==> config.mk <==
export PLATFORM = sky130hd
export DESIGN_NAME = mfp_mem_fifo_ctrl
export DESIGN_NICKNAME = d
export VERILOG_FILES = /design/src/rtl/mfp_mem_fifo_ctrl.sv
export SDC_FILE = /design/constraint.sdc
export NUM_CORES = 1
export LEC_CHECK = 0
export ABC_AREA = 0
export ABC_CLOCK_PERIOD_IN_PS = 4300
export BUFFER_PORTS_ARGS = -buffer_cell sky130_fd_sc_hd__buf_2
export CAP_MARGIN = 5
export CORE_MARGIN = 1.5
export CORE_UTILIZATION = 48
export CTS_BUF_LIST = sky130_fd_sc_hd__clkbuf_16
export DETAILED_ROUTE_END_ITERATION = 10
export PLACE_DENSITY = 0.76
export SLEW_MARGIN = 20
export SYNTH_ARGS = -nofsm -noshare
export SYNTH_HDL_FRONTEND = slang
export SYNTH_SLANG_ARGS = --single-unit
==> constraint.sdc <==
create_clock -name clk -period 4.3 [get_ports clk]
set_clock_uncertainty 0.15 [all_clocks]
set_input_delay 1.29 -clock clk [delete_from_list [all_inputs] [get_ports clk]]
set_output_delay 1.29 -clock clk [all_outputs]
set_load 0.01 [all_outputs]
==> src/rtl/mfp_mem_fifo_ctrl.sv <==
// rtl/mfp_mem_fifo_ctrl.sv - valid/ready FIFO sequencer around an external registered-read dual-port RAM
//
// Purpose: owns the write/read pointers of a simple dual-port RAM with 1-cycle
// registered read. It prefetches entries ahead of demand and absorbs the read
// latency in a 2-entry skid buffer, so the consumer can pop every cycle.
//
// Ports:
//   clk, rst_n                 clock, asynchronous active-low reset
//   clear                      synchronous flush, overrides push/pop
//   wr_valid/wr_data/wr_ready  producer side, push = wr_valid & wr_ready
//   rd_valid/rd_data/rd_ready  consumer side, pop = rd_valid & rd_ready
//   level                      entries held (RAM + in flight + skid)
//   mem_write_*                RAM write port (addr = wptr, en = push)
//   mem_read_addr/data         RAM read port (addr = rptr, data one cycle later)
module mfp_mem_fifo_ctrl #(
    parameter int ADDR_WIDTH = 6,
    parameter int DATA_WIDTH = 8
) (
    input  logic                  clk,
    input  logic                  rst_n,
    input  logic                  clear,
    input  logic                  wr_valid,
    input  logic [DATA_WIDTH-1:0] wr_data,
    output logic                  wr_ready,
    output logic                  rd_valid,
    output logic [DATA_WIDTH-1:0] rd_data,
    input  logic                  rd_ready,
    output logic [ADDR_WIDTH+1:0] level,
    output logic [ADDR_WIDTH-1:0] mem_write_addr,
    output logic [DATA_WIDTH-1:0] mem_write_data,
    output logic                  mem_write_en,
    output logic [ADDR_WIDTH-1:0] mem_read_addr,
    input  logic [DATA_WIDTH-1:0] mem_read_data
);

    logic [ADDR_WIDTH-1:0] wptr;
    logic [ADDR_WIDTH-1:0] rptr;
    logic [ADDR_WIDTH:0]   mem_count;
    logic [ADDR_WIDTH:0]   mem_count_next;
    logic                  inflight;
    logic                  wr_ready_q;
    logic [1:0]            skid_count;
    logic [DATA_WIDTH-1:0] skid0;
    logic [DATA_WIDTH-1:0] skid1;
    logic [1:0]            skid_count_next;
    logic [DATA_WIDTH-1:0] skid0_next;
    logic [DATA_WIDTH-1:0] skid1_next;
    logic                  push;
    logic                  pop;
    logic                  fetch;
    logic [2:0]            skid_demand;

    assign wr_ready = wr_ready_q;
    assign rd_valid = (skid_count != 2'd0);
    assign rd_data  = skid0;

    // A handshake coinciding with clear is dropped.
    assign push = wr_valid & wr_ready_q & ~clear;
    assign pop  = rd_valid & rd_ready & ~clear;

    // Skid slots still needed after this cycle: current entries plus the one
    // landing from RAM, minus the one leaving. Only fetch when a slot will be free.
    assign skid_demand = {1'b0, skid_count} + {2'b00, inflight} - {2'b00, pop};
    // Uses mem_count before this cycle's push, so fetch never reads the slot being written.
    assign fetch = (|mem_count) & ~clear & (skid_demand < 3'd2);

    assign mem_write_addr = wptr;
    assign mem_write_data = wr_data;
    assign mem_write_en   = push;
    assign mem_read_addr  = rptr;

    assign level = {1'b0, mem_count}
                 + {{(ADDR_WIDTH+1){1'b0}}, inflight}
                 + {{ADDR_WIDTH{1'b0}}, skid_count};

    always_comb begin
        mem_count_next = mem_count;
        if (clear) begin
            mem_count_next = '0;
        end else begin
            mem_count_next = mem_count
                           + {{ADDR_WIDTH{1'b0}}, push}
                           - {{ADDR_WIDTH{1'b0}}, fetch};
        end
    end

    // Pop shifts the head out first, then the arriving RAM word joins the tail.
    always_comb begin
        skid0_next      = skid0;
        skid1_next      = skid1;
        skid_count_next = skid_count;
        if (pop) begin
            skid0_next      = skid1;
            skid_count_next = skid_count - 2'd1;
        end
        if (inflight) begin
            if (skid_count_next == 2'd0) begin
                skid0_next = mem_read_data;
            end else begin
                skid1_next = mem_read_data;
            end
            skid_count_next = skid_count_next + 2'd1;
        end
    end

    always_ff @(posedge clk or negedge rst_n) begin
        if (!rst_n) begin
            wptr       <= '0;
            rptr       <= '0;
            mem_count  <= '0;
            inflight   <= 1'b0;
            wr_ready_q <= 1'b0;
            skid_count <= 2'd0;
            skid0      <= '0;
            skid1      <= '0;
        end else begin
            // Full only when the RAM itself holds DEPTH entries (top bit set);
            // a flush zeroes mem_count_next, so wr_ready reopens right after clear.
            wr_ready_q <= ~mem_count_next[ADDR_WIDTH];
            mem_count  <= mem_count_next;
            if (clear) begin
                wptr       <= '0;
                rptr       <= '0;
                inflight   <= 1'b0;
                skid_count <= 2'd0;
                skid0      <= '0;
                skid1      <= '0;
            end else begin
                if (push) begin
                    wptr <= wptr + 1'b1;
                end
                if (fetch) begin
                    rptr <= rptr + 1'b1;
                end
                inflight   <= fetch;
                skid_count <= skid_count_next;
                skid0      <= skid0_next;
                skid1      <= skid1_next;
            end
        end
    end

endmodule

# Yosys cells after proc, flatten, opt, wreduce, memory -nomap -nowiden
# Index checks and enable logic that the tools add are counted.
[word_totals]
ff_bits = 39
in_bits = 21
output_inout_bits = 39
elab_cells = 51
[op_classes]
n_addsub = 10
order_cmp = 1
eq_ne = 1
mux = 16
n_bitwise = 8
reduce_logical = 7
[ops]
columns = ["operator", "n"]
rows = [
  ["2-to-1 mux 8 bit", 7],
  ["2-to-1 mux 6 bit", 4],
  ["adder 6 x 1 -> 6 bit (second input constant)", 2],
  ["adder 7 x 1 -> 8 bit", 1],
  ["adder 8 x 2 -> 8 bit", 1],
  ["nonzero test 2 bit", 4],
  ["adder 7 x 1 -> 7 bit", 1],
  ["2-to-1 mux 7 bit", 1],
  ["OR reduction 7 bit", 1],
  ["subtractor 7 x 1 -> 7 bit", 1],
  ["bitwise AND 1 bit", 6],
  ["2-to-1 mux 2 bit", 3],
  ["adder 2 x 1 -> 3 bit", 1],
  ["< comparator 3 x 2 -> 1 bit (second input constant)", 1],
  ["subtractor 3 x 1 -> 3 bit", 1],
  ["adder 2 x 1 -> 2 bit (second input constant)", 1],
  ["logical NOT 2 bit", 1],
  ["inequality test 2 bit (second input constant)", 1],
  ["NOT 1 bit", 2],
  ["AND reduction 2 bit", 1],
  ["subtractor 2 x 1 -> 2 bit (second input constant)", 1],
  ["2-to-1 mux 1 bit", 1],
]

# Logic depth before layout (Yosys ltp)
# Gate-level depths: netlist of run 1.
[logic_depth]
depth_word = 9
depth_mapped = 20
depth_no_buf = 19

# Worst setup path before layout of run 1
# No wires, ideal clock.
[synth_timing]
path_kind = "in2reg"
startpoint = "input clear"
endpoint = "register mem_count[6]"
setup_time_ns = 0.131
t_arrival_ns = 4.663
t_required_ns = 4.019
path_slack_ns = -0.644
cell_stages = 19
path_buffers = 2
path_cell_list = "buf_2 nor3b_1 buf_4 ha_1 inv_1 ha_1 inv_1 fa_1 xnor2_1 o2111ai_1 nor2_1 a21o_1 ha_1 inv_1 fa_1 nor2b_4 o311a_4 o2111a_1 or3_1"
[synth_via]
elab_chain_len = 7
elab_cells_between_ends = 10
cone_classes = "add/sub (3); order compare (1); mux (1); bitwise (5)"
[synth_rtl]
columns = ["element", "line", "rtl"]
rows = [
  ["from (decl)", "21", "input logic clear,"],
  ["NOT 1 bit", "58, 59, 65", ""],
  ["bitwise AND 1 bit", "59", "assign pop = rd_valid & rd_ready & ~clear;"],
  ["subtractor 3 x 1 -> 3 bit", "63", "assign skid_demand = {1'b0, skid_count} + {2'b00, inflight} - {2'b00, pop};"],
  ["< comparator 3 x 2 -> 1 bit", "65", "assign fetch = (|mem_count) & ~clear & (skid_demand < 3'd2);"],
  ["bitwise AND 1 bit", "65", ""],
  ["subtractor 7 x 1 -> 7 bit", "83", "- {{ADDR_WIDTH{1'b0}}, fetch};"],
  ["2-to-1 mux 7 bit (*)", "78", "if (clear) begin"],
  ["net mem_count_next[6]", "39", "logic [ADDR_WIDTH:0] mem_count_next;"],
  ["to (signal assigned)", "120", "mem_count <= mem_count_next;"],
  ["to (decl)", "38", "logic [ADDR_WIDTH:0] mem_count;"],
]
# Mark *: on every way through the listed nets, which the timed path passes. The rest lies on a longest branch.
# A chain may end at the register's enable or synchronous reset.

# Worst setup path after layout of run 1
# Same ends and word-level chain as after synthesis.

==> metrics.txt, run 1 <==
run status=complete, no violations; post-synthesis net count=about 280; final WL=4670 um; RR Startpoint=skid_count[0]$_DFF_PN0_; final std cell area, no fill=2840 um^2; initial DRC count=74; post-synth cell types=40; Layout fillers=between 400 and 500; top cells by count, synth=dfrtp_1, nor2_1, inv_1, ha_1, mux2i_1; DRC viols=0; crit-path cells=buf_2 > nor3b_4 > ha_4 > inv_2 > ha_4 > inv_2 > fa_2 > o2111ai_2 > nor2_2 > a21o_1 > ha_2 > inv_2 > fa_2 > nor2b_4 > o311a_4 > nor3_2 > or3_1; Root Driver=clkbuf_16; Synth Cell Area=2350 um^2; die width=73.0 um; core area=4720 um^2; first-pass GRT wire length=7940 um; crit path to=mem_count[6]$_DFF_PN0_; reg2reg path depth=18; min Tclk post-route=~4300 ps; share of the synthesized area in the top cell type=41.5%; PortBufs=between 40 and 50; Worst Hold Class=flop to flop; Clk Latency, worst-skew pair=about 280 ps; Avg Synthesized Cell Area=10.1 um^2; number of global-route vias before repair=1767; Fmax achieved=0.233 GHz; RD Place Congestion=0.849; Setup CP Type=primary input to flop; Worst setup SP type=primary input; slew of the pin with the lowest slew margin=870 ps; fraction of registers with async set/reset=100%; worst-path maximum fanout=3; Synth Register Bits=39; area taken by flip-flops and latches=976 um^2; worst vdd ir=0.282 mV; CP max-delay cell=fa_2; share of layout cells above drive strength 1=29.2%; Slew Viols, Final=0; fin crit share=between 90% and 100%; Initial Util=around 50%; R2R Path End=mem_count[6]$_DFF_PN0_; Max transition margin=a little over two fifths; initial antenna violation count=0; Max-Cap Viols=0; diodes inserted=0; sequential share of the synthesized area=41.5%; CTS sink cnt=39; WP data required=4300 ps; antenna viol nets, final=0; Multi-input gate area=1250 um^2; CTS tree=yes; Area Overhead vs Synth=20.7%; Pwr Density=664 nW/um^2; die area=5320 um^2; drt pass-1 iters=4; Mapped Cells=232; pin count of the biggest net entering global routing=40; Ys Warns=0; nature of the critical path endpoint=flop; crit-path max cell delay=530 ps; CP dominant cell by count=inv_2; clk buf depth=2; Die Y-Extent=73.0 um; most common cell in the netlist=dfrtp_1; routed len/inst=between 10 and 15 um; Total Nets Final=320; Power Total=1880 uW; GRT Util Overall=19.6%; RSZ-0062 raised after global routing=yes; cell taking the most area after synthesis=dfrtp_1; HP Start=mem_read_addr[4]$_DFFE_PN0P_; # IOs=60; placed cell area=2660 um^2; Post-synth EDFFs=0; worst setup path start=clear; Num CTS Buffers=5; r2r setup slk=420 ps; clock-pin slew on the worst setup and hold paths=60 ps; DR vias/cell=5.08; Cells after DPL=between 300 and 400; Main synth FF type=dfrtp_1; final setup fails=0; # rows=25; hpwl dp=3450 um; final hold violation count=0; H-Tree Depth=2; Area contributors post-synth=dfrtp_1, ha_1, mux2i_1, nor2_1, inv_1; Critical Path AT=4290 ps; routed via count=1749; Static Leakage=0.00138 uW; total gr overflow=0; Final Util=60.1%; Finished Layout Cells=between 300 and 400
[kinds of logic after synthesis]
kind of cell    Yosys count  share of synthesized area, %
simple gates             66                          14.0
buf+inv                  39                          7.83
flops                    39                          41.5
compound gates           37                          11.7
fa+ha+maj                23                          13.5
mux                      17                          7.29
xor+xnor                 11                          4.10
[per-stage QoR]
step	TNS [ps]	hold WS, ps	setup slack (ps)
after floorplan	-714	336	-389
after global placement	-658	351	-347
after detailed placement	-1130	344	-445
after CTS	0	362	0.806
after global routing	-134	395	-134
final	0	355	14.2
[state kept, by name, summed over array words and instances, names as in the netlist]
signal,flops
skid1,8
mem_read_addr,6
wr_ready,1
inflight,1
skid_count,2
mem_write_addr,6
mem_count,7
rd_data,8
[cell usage in the layout (no fill, tap or decap), types with 2 or more instances in the layout]
| cell type | synthesis | routed |
|---|---|---|
| fa_1 | 4 | 2 |
| inv_2 | 0 | 3 |
| nor2_1 | 26 | 25 |
| buf_2 | 3 | 43 |
| nor3_1 | 4 | 3 |
| a211oi_1 | 9 | 9 |
| xnor2_1 | 7 | 6 |
| nor2b_1 | 3 | 3 |
| mux2i_1 | 16 | 16 |
| o21ai_0 | 7 | 7 |
| ha_1 | 19 | 16 |
| buf_4 | 9 | 10 |
| nand2_1 | 8 | 8 |
| inv_1 | 23 | 20 |
| a21o_1 | 2 | 2 |
| o211ai_1 | 4 | 4 |
| clkbuf_16 | 0 | 5 |
| a21oi_1 | 4 | 4 |
| or3_1 | 4 | 4 |
| dfrtp_1 | 39 | 39 |
| clkinvlp_4 | 0 | 2 |
| nand3_1 | 10 | 10 |
| nor2_2 | 1 | 2 |
| nor4_1 | 3 | 3 |
| ha_4 | 0 | 2 |
| fa_2 | 0 | 2 |
| o31ai_1 | 3 | 3 |
| xor2_1 | 4 | 4 |
[power breakdown]
group          leakage [uW]  total, uW  internal [uW]  switching, uW
Sequential         0.000524        555            466           89.2
Combinational      0.000792        970            458            512
Clock             0.0000658        359            213            145
Total               0.00138       1880           1140            746
[final cells by class]
cell class | instances | area share, %
multi-input cells | 154 | 44.2
flip-flops and latches | 39 | 34.4
repair buffers | 53 | 10.2
clock buffers | 5 | 4.41
inverters | 23 | 3.04
well taps | 67 | 2.96
clock inverters | 3 | 0.706
[critical path: cells and delay by family]
kind	cells	cell delay, ps
buffers and inverters	4	250
AND/OR/NAND/NOR	5	910
adder cells (fa/ha/maj)	5	1410
AO/OA/AOI/OAI	3	430
[timing repair]
| action | CTS | global route |
|---|---|---|
| pin swaps | 9 | 3 |
| resized for setup | 1 | 0 |
| setup buffers | 3 | 0 |
| setup endpoints to repair | 2 | 1 |
| hold buffers | 0 | 0 |
[worst min path at each step]
stage / cells past startpoint / endpoint
floorplan: 2 / skid1[0]$_DFFE_PN0P_
global placement: 1 / mem_read_addr[4]$_DFFE_PN0P_
detailed placement: 1 / mem_read_addr[4]$_DFFE_PN0P_
CTS: 1 / mem_read_addr[4]$_DFFE_PN0P_
global route: 1 / mem_read_addr[4]$_DFFE_PN0P_
finish: 1 / mem_read_addr[4]$_DFFE_PN0P_
[layer usage]
layer  global-route usage, %  part of all wire [%]  vias to the layer above
met1                    25.4                    46                      815
met4                    7.13                   1.6                        0
met5                       0                     0                        -
met2                    32.0                    48                       46
li1                        -                     -                      881
met3                    4.97                   5.0                        7
No activity file was read; power rests on OpenSTA's default activity.
==> inputs of run 2 (changes only) <==
--- a/config.mk
+++ b/config.mk
@@ -13,7 +13,9 @@
 export CORE_UTILIZATION = 48
 export CTS_BUF_LIST = sky130_fd_sc_hd__clkbuf_16
 export DETAILED_ROUTE_END_ITERATION = 10
+export GPL_TIMING_DRIVEN = 0
 export PLACE_DENSITY = 0.76
+export SETUP_SLACK_MARGIN = 0.5
 export SLEW_MARGIN = 20
 export SYNTH_ARGS = -nofsm -noshare
 export SYNTH_HDL_FRONTEND = slang
==> run 2 against run 1 <==
The flow now finishes with violations (negative setup slack). Register-to-register slack worse by 240 ps. Combinational power up 10%. Fmax down 0.84%. Critical path type unchanged. Critical endpoint unchanged.
==> metrics.txt, run 2 (synthesized netlist as in run 1, its figures left out) <==
drt pass-1 iters=4 (unchanged); DR vias/cell=5.25 (was 5.08); Worst setup SP type=primary input (unchanged); die width=73.0 um (unchanged); Layout fillers=385 (was 410); DRC viols=0 (unchanged); Clk Latency, worst-skew pair=280 ps (about the same); routed len/inst=13.4 um (was 13.6 um); Slew Viols, Final=0 (unchanged); antenna viol nets, final=0 (unchanged); run status=finished, violations left (was complete, no violations); min Tclk post-route=4320 ps (was 4290 ps); Max transition margin=43.8% (was 42.0%); # rows=25 (unchanged); HP Start=mem_read_addr[4]$_DFFE_PN0P_ (unchanged); initial antenna violation count=0 (unchanged); total gr overflow=0 (unchanged); most frequent cells in the layout=buf_2, dfrtp_1, nor2_1 (unchanged); Final TNS setup=-22.1 ps (was 0 ps); Power Total=2060 uW (was 1880 uW); Area Overhead vs Synth=30.4% (was 20.7%); fin crit share=101% (was 99.7%); Initial Util=49.7% (unchanged); RD Place Congestion=0.836 (was 0.849); clk buf depth=2 (unchanged); Multi-input gate area=1280 um^2 (was 1250 um^2); pre-CTS worst setup slack=-660 ps (was -445 ps); Worst Hold Class=flop to flop (unchanged); WP data required=4310 ps (was 4300 ps); commonest non-fill, non-tap cell in the layout=buf_2 (unchanged); Setup CP Type=primary input to flop (unchanged); PortBufs=50 (was 43); worst vdd ir=0.384 mV (was 0.282 mV); Root Driver=clkbuf_16 (unchanged); Pwr Density=673 nW/um^2 (was 664 nW/um^2); H-Tree Depth=2 (unchanged); # IOs=60 (unchanged); final WL=4920 um (was 4670 um); # hold bufs at CTS=0 (unchanged); Max-Cap Viols=0 (unchanged); Critical Path AT=4330 ps (was 4290 ps); core area=4720 um^2 (unchanged); number of global-route vias before repair=1759 (was 1767); slew of the pin with the lowest slew margin=843 ps (was 870 ps); hpwl dp=3480 um (was 3450 um); Total Nets Final=344 (was 320); Fmax achieved=0.231 GHz (was 0.233 GHz); first-pass GRT wire length=7980 um (was 7940 um); hold_ws=354 ps (was 355 ps); Final Util=64.8% (was 60.1%); die area=5320 um^2 (unchanged); worst setup path start=clear (unchanged); RR Startpoint=skid_count[1]$_DFF_PN0_ (was skid_count[0]$_DFF_PN0_); routed via count=1932 (was 1749); nature of the critical path endpoint=flop (unchanged); worst-path maximum fanout=3 (unchanged); RSZ-0062 raised after global routing=yes (unchanged); Num CTS Buffers=5 (unchanged); clock-pin slew on the worst setup and hold paths=60 ps (about the same); final hold violation count=0 (unchanged); diodes inserted=0 (unchanged); area taken by flip-flops and latches=976 um^2 (unchanged); CTS sink cnt=39 (unchanged); CTS tree=yes (unchanged); initial DRC count=88 (was 74); setup ws final=-22.1 ps (was 14.2 ps); final setup fails=1 (was 0); Static Leakage=0.00151 uW (was 0.00138 uW); share of layout cells above drive strength 1=35.2% (was 29.2%); failing checks=negative setup slack; pin count of the biggest net entering global routing=40 (unchanged); Die Y-Extent=73.0 um (unchanged); GRT Util Overall=20.0% (was 19.6%)
==> run 2: area by class of cell <==
cell class                 instances  area share, %
tap                               67           2.74
inverter                          23           2.90
clock inverter                     3           1.43
clock buffer                       5           4.08
buffer                            16           3.84
timing repair buffer              61           11.2
sequential                        39           31.9
multi-input combinational        154           41.9
==> run 2: worst paths after layout <==
check | to | slack [ps] | cells after the start
setup / recovery | mem_count[6]$_DFF_PN0_ | -20 | 19
setup reg to reg | mem_count[6]$_DFF_PN0_ | 180 | 20
max in group asynchronous | mem_read_addr[0]$_DFFE_PN0P_ | 2510 | 1
hold / removal | mem_read_addr[4]$_DFFE_PN0P_ | 350 | 1
hold reg to reg | mem_read_addr[4]$_DFFE_PN0P_ | 350 | 1
min in group asynchronous | mem_write_addr[1]$_DFFE_PN0P_ | 960 | 1
==> run 2: power by group <==
part / total [uW] / internal, uW / switching (uW)
Clock: 423 / 273 / 149
Sequential: 566 / 466 / 100
Combinational: 1070 / 531 / 541
Total: 2060 / 1270 / 790
==> run 2: critical path, stage by stage <==
cell and delay [ps]:
buf_12 100, nor3b_4 200, buf_6 130, ha_4 200
inv_2 60, ha_4 110, inv_2 30, fa_2 340
xnor2_2 150, o2111ai_2 110, nor2_2 60, a21o_1 150
ha_2 170, inv_2 50, fa_2 220, nor2b_4 50
o311a_4 320, o2111a_1 260, or3_1 310
==> run 2: repair_timing <==
item,CTS,global route
pin swaps,12,6
hold endpoints to repair,0,0
setup buffers,6,5
gates resized for setup,4,8
setup endpoints to repair,7,8
==> run 2: per-layer routing <==
| layer | up-vias | GRT usage [%] | share of wire [%] |
|---|---|---|---|
| met3 | 6 | 5.11 | 4.3 |
| met1 | 938 | 26.0 | 46 |
| met4 | 0 | 6.71 | 1.2 |
| met2 | 55 | 32.5 | 48 |
| met5 | - | 0 | 0 |
| li1 | 933 | - | - |
==> run 2: through the flow <==
stage	instances	cell area [um^2]
6_report	368	3060
5_1_grt	368	3060
4_1_cts	363	2990
3_5_place_dp	349	2760
3_3_place_gp	349	2760
2_1_floorplan	232	2430
==> inputs of run 3 (changes only) <==
--- a/config.mk
+++ b/config.mk
@@ -13,7 +13,6 @@
 export CORE_UTILIZATION = 48
 export CTS_BUF_LIST = sky130_fd_sc_hd__clkbuf_16
 export DETAILED_ROUTE_END_ITERATION = 10
-export GPL_TIMING_DRIVEN = 0
 export PLACE_DENSITY = 0.76
 export SETUP_SLACK_MARGIN = 0.5
 export SLEW_MARGIN = 20
==> run 3 against run 2 <==
The run now ends clean. Cell count down 5.7%. Total power up 2.2%. Final area down 3.9%. Critical path type unchanged. Largest cell class unchanged. Largest power group unchanged.
==> metrics.txt, run 3 (synthesized netlist as in run 1, its figures left out) <==
clock group share of total power=22.6% (was 20.5%); CTS sink cnt=39 (unchanged); routed via count=1788 (was 1932); setup ws final=10.4 ps (was -22.1 ps); RD Place Congestion=0.820 (was 0.836); min Tclk post-route=4290 ps (was 4320 ps); total gr overflow=0 (unchanged); Setup CP Type=primary input to flop (unchanged); Fmax achieved=0.233 GHz (was 0.231 GHz); final setup fails=0 (was 1); worst vdd ir=0.351 mV (was 0.384 mV); # rows=25 (unchanged); die width=73.0 um (unchanged); fin crit share=99.8% (was 101%); share of layout cells above drive strength 1=30.7% (was 35.2%); Slew Viols, Final=0 (unchanged); # IOs=60 (unchanged); WP data required=4300 ps (was 4310 ps); H-Tree Depth=2 (unchanged); drt pass-1 iters=4 (unchanged); Critical Path AT=4290 ps (was 4330 ps); Num CTS Buffers=5 (unchanged); RSZ-0062 raised after global routing=yes (unchanged); hpwl dp=3280 um (was 3480 um); nature of the critical path endpoint=flop (unchanged); Gate power share=50.9% (was 52.0%); final WL=4840 um (was 4920 um); commonest non-fill, non-tap cell in the layout=buf_2 (unchanged); diodes inserted=0 (unchanged); Total Nets Final=323 (was 344); clk buf depth=2 (unchanged); Final TNS setup=0 ps (was -22.1 ps); routed len/inst=14.0 um (was 13.4 um); Sw Share=37.3% (was 38.4%); Worst Hold Class=flop to flop (unchanged); pre-CTS worst setup slack=-407 ps (was -660 ps); first-pass GRT wire length=8000 um (was 7980 um); cell internal pwr=1320 uW (was 1270 uW); Area Overhead vs Synth=25.3% (was 30.4%); Sequential Power Share=26.5% (was 27.5%); number of global-route vias before repair=1684 (was 1759); initial DRC count=91 (was 88); Root Driver=clkbuf_16 (unchanged); DRC viols=0 (unchanged); Static Leakage=0.00144 uW (was 0.00151 uW); clock-pin slew on the worst setup and hold paths=60 ps (about the same); CTS tree=yes (unchanged); core area=4720 um^2 (unchanged); GRT Util Overall=20.0% (about the same); Clk Latency, worst-skew pair=280 ps (about the same); most frequent cells in the layout=buf_2, dfrtp_1, nor2_1 (unchanged); Worst setup SP type=primary input (unchanged); antenna viol nets, final=0 (unchanged); Initial Util=49.7% (unchanged); die area=5320 um^2 (unchanged); pin count of the biggest net entering global routing=40 (unchanged); Psw=785 uW (was 790 uW); Max transition margin=38.8% (was 43.8%); run status=complete, no violations (was finished, violations left); DR vias/cell=5.15 (was 5.25); # hold bufs at CTS=0 (unchanged); slew of the pin with the lowest slew margin=918 ps (was 843 ps); final hold violation count=0 (unchanged); PortBufs=43 (was 50); Die Y-Extent=73.0 um (unchanged); Max-Cap Viols=0 (unchanged); worst-path maximum fanout=3 (unchanged); initial antenna violation count=0 (unchanged); Pwr Density=715 nW/um^2 (was 673 nW/um^2)
run 3: cell types whose count changed in the layout (fill, tap and decap cells not counted), moves of 2 or more:
cell / delta
inv_1: +2
clkbuf_1: -3
buf_2: -10
buf_6: -2
buf_4: -5
run 3: what timing repair did:
item | 4_1_cts | 5_1_grt
buffers inserted | 5 | 2
pin swaps | 12 | 2
endpoints found under the setup margin | 7 | 7
resized for setup | 5 | 3
run 3: worst max-delay path: stages:
cell and delay [ps]:
buf_8 100, nor3b_4 240, ha_4 240, inv_2 60, ha_4 110, inv_2 30
fa_2 340, xnor2_2 160, o2111ai_2 170, nor2_2 140, a21o_1 110, ha_2 180
inv_2 40, fa_2 360, nor2b_4 130, o311a_4 180, nor3_2 40, or3_1 370
run 3: final cells by class:
type	instances	area (um^2)
clock buffers	5	125
clock inverters	3	63.8
fillers	384	1780
inverters	23	86.3
multi-input cells	154	1280
flip-flops and latches	39	976
well taps	67	83.8
repair buffers	56	330
run 3: final timing paths:
path | to | startpoint | slack, ps | cells after the start
worst max register to register | mem_count[6]$_DFF_PN0_ | skid_count[0]$_DFF_PN0_ | 450 | 19
worst min-delay path | mem_read_addr[4]$_DFFE_PN0P_ | mem_read_addr[4]$_DFFE_PN0P_ | 360 | 1
min in group asynchronous | mem_write_addr[4]$_DFFE_PN0P_ | rst_n | 980 | 1
worst max-delay path | mem_count[6]$_DFF_PN0_ | clear | 10 | 18
worst min register to register | mem_read_addr[4]$_DFFE_PN0P_ | mem_read_addr[4]$_DFFE_PN0P_ | 360 | 1
max in group asynchronous | mem_count[6]$_DFF_PN0_ | rst_n | 2430 | 1
run 3: through the flow:
stage          instances  utilization (%)  area [um^2]  power (uW)  hold slack (ps)
2_1_floorplan        232                -         2430        1240              336
3_3_place_gp         332             56.3         2660        1460              339
3_5_place_dp         332             56.3         2660        1490              345
4_1_cts              345             61.8         2920        2070              357
5_1_grt              347             62.3         2940        2270              399
6_report             347             62.3         2940        2100              358
run 3: routing by layer:
layer	track usage (%)	part of all wire (%)	vias to the layer above
met5	0	0	-
met4	7.97	2.3	0
met3	5.39	4.6	12
met2	29.7	46	45
met1	27.8	47	843
li1	-	-	888
run 3: power groups by stage:
stage	clock network, uW	registers, uW	logic [uW]
CTS	482	559	1030
global route	499	575	1200
global placement	0	560	904
finish	475	558	1070
detailed placement	0	563	931
floorplan	0	574	669
